<file path="config.mk">
export PLATFORM = sky130hd
export DESIGN_NAME = booth2_issue_ctrl
export DESIGN_NICKNAME = d
export VERILOG_FILES = /design/src/rtl/booth2_issue_ctrl.sv
export SDC_FILE = /design/constraint.sdc
export NUM_CORES = 1
export LEC_CHECK = 0
export ABC_AREA = 1
export BUFFER_PORTS_ARGS = -buffer_cell sky130_fd_sc_hd__buf_2
export CAP_MARGIN = 5
export CORE_ASPECT_RATIO = 1.1
export CORE_MARGIN = 2
export CORE_UTILIZATION = 30
export DETAILED_ROUTE_END_ITERATION = 10
export GPL_TIMING_DRIVEN = 0
export PLACE_DENSITY = 0.56
export SKIP_LAST_GASP = 1
export SLEW_MARGIN = 10
export SYNTH_ARGS = -nofsm -noshare
export SYNTH_HDL_FRONTEND = slang
export SYNTH_SLANG_ARGS = --single-unit
</file>
<file path="constraint.sdc">
create_clock -name clk -period 3.9 [get_ports clk]
set_input_delay 0.975 -clock clk [delete_from_list [all_inputs] [get_ports clk]]
set_output_delay 0.975 -clock clk [all_outputs]
set_load 0.1 [all_outputs]
</file>
<file path="src/rtl/booth2_issue_ctrl.sv">
// Operand FIFO, one-at-a-time issue to the booth2 sequential multiplier, in-order result stream.
// Optional macro BOOTH2_ZERO_BYPASS_EN: ops with a zero operand complete without a multiply.
module booth2_issue_ctrl #(
  parameter int unsigned DEPTH   = 4,
  parameter int unsigned TIMEOUT = 32
) (
  input  logic        clk,
  input  logic        rst,
  input  logic        in_valid,
  output logic        in_ready,
  input  logic [15:0] in_x,
  input  logic [15:0] in_y,
  output logic        mul_start,
  output logic [15:0] mul_x,
  output logic [15:0] mul_y,
  input  logic        mul_busy,
  input  logic [31:0] mul_z,
  output logic        out_valid,
  input  logic        out_ready,
  output logic [31:0] out_z,
  output logic [15:0] out_x,
  output logic [15:0] out_y,
  output logic        out_err
);

  localparam int unsigned AW = $clog2(DEPTH);
  localparam int unsigned CW = $clog2(TIMEOUT + 1);

  localparam logic [2:0] S_IDLE      = 3'd0;
  localparam logic [2:0] S_START     = 3'd1;
  localparam logic [2:0] S_WAIT_BUSY = 3'd2;
  localparam logic [2:0] S_RUN       = 3'd3;
  localparam logic [2:0] S_DONE      = 3'd4;

`ifdef BOOTH2_ZERO_BYPASS_EN
  localparam bit ZERO_BYPASS = 1'b1;
`else
  localparam bit ZERO_BYPASS = 1'b0;
`endif

  logic [15:0]   mem_x [DEPTH];
  logic [15:0]   mem_y [DEPTH];
  logic [AW:0]   wr_ptr;
  logic [AW:0]   rd_ptr;
  logic          full;
  logic          empty;
  logic          push;
  logic          pop;
  logic [15:0]   head_x;
  logic [15:0]   head_y;
  logic [2:0]    state;
  logic [CW-1:0] tmo_cnt;
  logic          tmo_hit;

  assign empty     = (wr_ptr == rd_ptr);
  assign full      = (wr_ptr[AW] != rd_ptr[AW]) && (wr_ptr[AW-1:0] == rd_ptr[AW-1:0]);
  assign in_ready  = ~full;
  assign push      = in_valid & ~full;
  assign pop       = (state == S_IDLE) & ~empty & ~out_valid;
  assign head_x    = mem_x[rd_ptr[AW-1:0]];
  assign head_y    = mem_y[rd_ptr[AW-1:0]];
  assign mul_start = (state == S_START);
  assign tmo_hit   = (tmo_cnt >= CW'(TIMEOUT - 1));

  always_ff @(posedge clk) begin
    if (push) begin
      mem_x[wr_ptr[AW-1:0]] <= in_x;
      mem_y[wr_ptr[AW-1:0]] <= in_y;
    end
  end

  always_ff @(posedge clk) begin
    if (rst) begin
      wr_ptr <= '0;
      rd_ptr <= '0;
    end else begin
      if (push) wr_ptr <= wr_ptr + 1'b1;
      if (pop)  rd_ptr <= rd_ptr + 1'b1;
    end
  end

  always_ff @(posedge clk) begin
    if (rst) begin
      state     <= S_IDLE;
      tmo_cnt   <= '0;
      mul_x     <= '0;
      mul_y     <= '0;
      out_valid <= 1'b0;
      out_z     <= '0;
      out_x     <= '0;
      out_y     <= '0;
      out_err   <= 1'b0;
    end else begin
      unique case (state)
        S_IDLE: begin
          if (pop) begin
            mul_x <= head_x;
            mul_y <= head_y;
            if (ZERO_BYPASS && (head_x == '0 || head_y == '0)) begin
              out_z     <= '0;
              out_err   <= 1'b0;
              out_x     <= head_x;
              out_y     <= head_y;
              out_valid <= 1'b1;
              state     <= S_DONE;
            end else begin
              state <= S_START;
            end
          end
        end
        S_START: begin
          tmo_cnt <= '0;
          state   <= S_WAIT_BUSY;
        end
        // WAIT_BUSY and RUN share one timeout counter; completion wins over timeout, timeout over WAIT->RUN.
        S_WAIT_BUSY, S_RUN: begin
          if (state == S_RUN && !mul_busy) begin
            out_z     <= mul_z;
            out_err   <= 1'b0;
            out_x     <= mul_x;
            out_y     <= mul_y;
            out_valid <= 1'b1;
            state     <= S_DONE;
          end else if (tmo_hit) begin
            out_z     <= '0;
            out_err   <= 1'b1;
            out_x     <= mul_x;
            out_y     <= mul_y;
            out_valid <= 1'b1;
            state     <= S_DONE;
          end else begin
            tmo_cnt <= tmo_cnt + 1'b1;
            if (mul_busy) state <= S_RUN;
          end
        end
        S_DONE: begin
          if (out_ready) begin
            out_valid <= 1'b0;
            state     <= S_IDLE;
          end
        end
        default: state <= S_IDLE;
      endcase
    end
  end

endmodule

</file>
==> run summary <==
Placer Congestion - 0.773
Relative slew slack - 55.5%
Fillers - 2966
Slowest cell on crit path - buf_2
Chip width - 170 um
WP data arrival - 1720 ps
DP Area - 0.0105 sq mm
Synthesis-to-layout area growth - 25.0%
Post-CTS setup buffers - 0
Logic pwr share - 38.7%
Ys Warns - 0
Skew-Pair Late Insertion Delay - 510 ps
VDD IR max - 0.343 mV
Syn Area/Cell - 10.1 sq um
Clock network power share - 26.2%
# DRC - 0
Largest net degree at the start of global routing - 26
Reg clk slew, reported paths - 60 ps
Hold bufs inserted after CTS - 0
CP max stage delay - 460 ps
Detailed Route Iter0 Violations - 366
Layout Nets - 1172
Core area - 0.0297 sq mm
# clock sinks - 241
Design Area, Final - 0.0114 sq mm
Final Setup Violations - 0
Post-route minimum period - 2690 ps
Worst Setup End Kind - output port
Leak pwr - 4.53 nW
#FFs+latches synth - 241
CTS tree - yes
Max FO, Critical Path - 4
Max_cap viols - 0
DRT Pass-1 Iters - 4
Cell area after synthesis - 0.00908 sq mm
Startpoint types - register
Post-route ant nets - 0
Antenna violations before repair - 9
Via Count - 6722
Footprint of the multi-input gates - 0.00261 sq mm
Status - finished, final reports clean
Kind of path behind the tightest hold check - reg -> reg
Worst Tran Pin Value - 666 ps
Row count - 66
Max Root-Sink Buffers - 3
RSZ-0062 raised after global routing - false
Hold Fails Final Rpt - 0
Yosys cell types - 30
Slew Limit Fails - 0
Power per cell area - 801 mW/mm^2
Wirelength per Cell - 15.1 um
Clock Skews - 12.2 ps
GRT Util Overall - 13.8%
CP Class - reg -> out
Num CTS Buffers - 25
Initial Util - 30.6%
CTS root buf - clkbuf_16
Achievable Freq - 0.371 GHz
Sequential cell area - 0.00611 sq mm
CTS H-tree depth - 1
Fin crit share - 69.1%
CTS resizes - 0
# IOs - 169
Synth Instances - 898
Die ar. - 0.0317 sq mm
Die H - 187 um
Dpl hpwl - 16.1 mm
WP data required - 2920 ps
DRT Wirelength - 22.5 mm
Psw - 0.00388 W
Sequential fraction of the synthesis area - 67.2%
Cell Int Power - 0.00521 W
Share of cells above drive strength 1 - 23.0%
First-pass GRT wire length - 34.3 mm
Synthesized net count - 973
Switching Share - 42.7%
Vias per cell - 4.51
Vias in the first global route - 6172
Worst-path cell chain - xnor2_1 -> nand3_1 -> buf_2
Flop pwr share - 35.1%
Input/output buffers - 168
Grt total ovfl - 0
Pwr Total - 0.00909 W
## final cells by class
type	instances	share of cell area, %
Tap cell	374	4.12
Inverter	26	0.892
Clock inverter	11	1.10
Clock buffer	34	6.18
Buffer	51	2.60
Antenna cell	2	0.0441
Multi-Input combinational cell	580	23.0
Timing Repair Buffer	172	8.31
Sequential cell	241	53.8
## Yosys cell counts, drive strengths merged
master,number,area (sq um)
edfxtp,128,3840
a21oi,41,205
nand4,1,6.26
nand3,12,70.1
buf,28,206
xor2,3,26.3
xnor2,3,26.3
clkbuf,23,88.8
o211ai,1,7.51
o21ai,166,831
inv,25,96.3
nor2,252,958
clkinv,1,5.00
dfxtp,113,2260
nand2,91,354
or2,1,6.26
ha,6,75.1
nor3,3,15.0
## metal layers
metal  up-vias  GRT usage [%]  routed length, um
li1       3425              -                  -
met1      3075           17.3               9820
met2       164           23.1              10600
met3        44           4.05               1590
met4        14           3.78                448
met5         -              0                 92
## power groups by stage
stage	Sequential [W]	Combinational [W]	Clock (W)
5_1_grt	0.00323	0.00382	0.00254
3_3_place_gp	0.00326	0.00350	0
4_1_cts	0.00320	0.00355	0.00243
6_report	0.00319	0.00352	0.00238
2_1_floorplan	0.00454	0.00139	0
3_5_place_dp	0.00325	0.00355	0
## registers in the layout, summed over array words and instances, names as in the netlist
name,count
wr_ptr,3
tmo_cnt,6
mul_x,16
out_x,16
mem_y,64
mul_y,16
out_err,1
out_valid,1
mem_x,64
out_y,16
rd_ptr,3
out_z,32
state,3
## stage by stage
stage / setup TNS (ps) / worst slack [ps] / instances / hold slack (ps) / util [%]
final: 0 / 1210 / 1491 / 451 / 38.2
after global routing: 0 / 1120 / 1489 / 467 / 38.2
after CTS: 0 / 1170 / 1489 / 449 / 38.2
after detailed placement: 0 / 1340 / 1444 / 440 / 35.4
after global placement: -33400 / -307 / 1440 / 440 / 35.0
after floorplan: 0 / 423 / 898 / 426 / -
## logic make-up after synthesis
kind of cell	share of synthesized area [%]
flops	67.2
compound gates	11.5
fa+ha+maj	0.826
buf+inv	4.37
xor+xnor	0.579
simple gates	15.5
## worst max-delay path: cells and delay by family, from the launching register on
kind / cells / cell delay [ps]
flip-flops: 1 / 450
buffers and inverters: 1 / 460
AND/OR/NAND/NOR: 1 / 140
XOR/XNOR: 1 / 140
## layout by cell type, fill, tap and decap left out
cell        Yosys  routed
nor2_1        249     245
buf_2          12     180
o21ai_0       146     146
edfxtp_1      128     128
dfxtp_1       113     113
nand2_1        88      88
a21oi_1        41      41
clkbuf_16       0      25
clkbuf_1       21      24
inv_1          20      20
o21ai_1        20      20
nand3_1        10      10
buf_6           9       9
ha_1            6       6
nor2_4          1       5
buf_4           5       5
clkinv_1        0       5
inv_2           4       4
clkbuf_2        2       4
clkbuf_8        0       4
nor3_1          3       3
xor2_1          3       3
xnor2_1         3       3
bufinv_16       0       3
buf_16          0       3
diode_2         0       2
nand2_2         2       2
nand3_2         2       2
nor2_2          2       2
inv_4           1       2
buf_1           2       2
clkinv_2        1       2
nand2_4         1       1
or2_2           1       1
nand4_1         1       1
o211ai_1        1       1
clkinvlp_2      0       1
buf_12          0       1
## path summary, 6_finish.rpt
check / start / to / slack (ps) / depth (start not counted)
worst min-delay path: tmo_cnt[4] / tmo_cnt[4] / 450 / 2
worst min register to register: tmo_cnt[4] / tmo_cnt[4] / 450 / 2
worst max-delay path: rd_ptr[0] / in_ready / 1210 / 3
worst max register to register: rd_ptr[0] / mem_x[0][6] / 1710 / 5
Power figures use the tool's default switching activity.
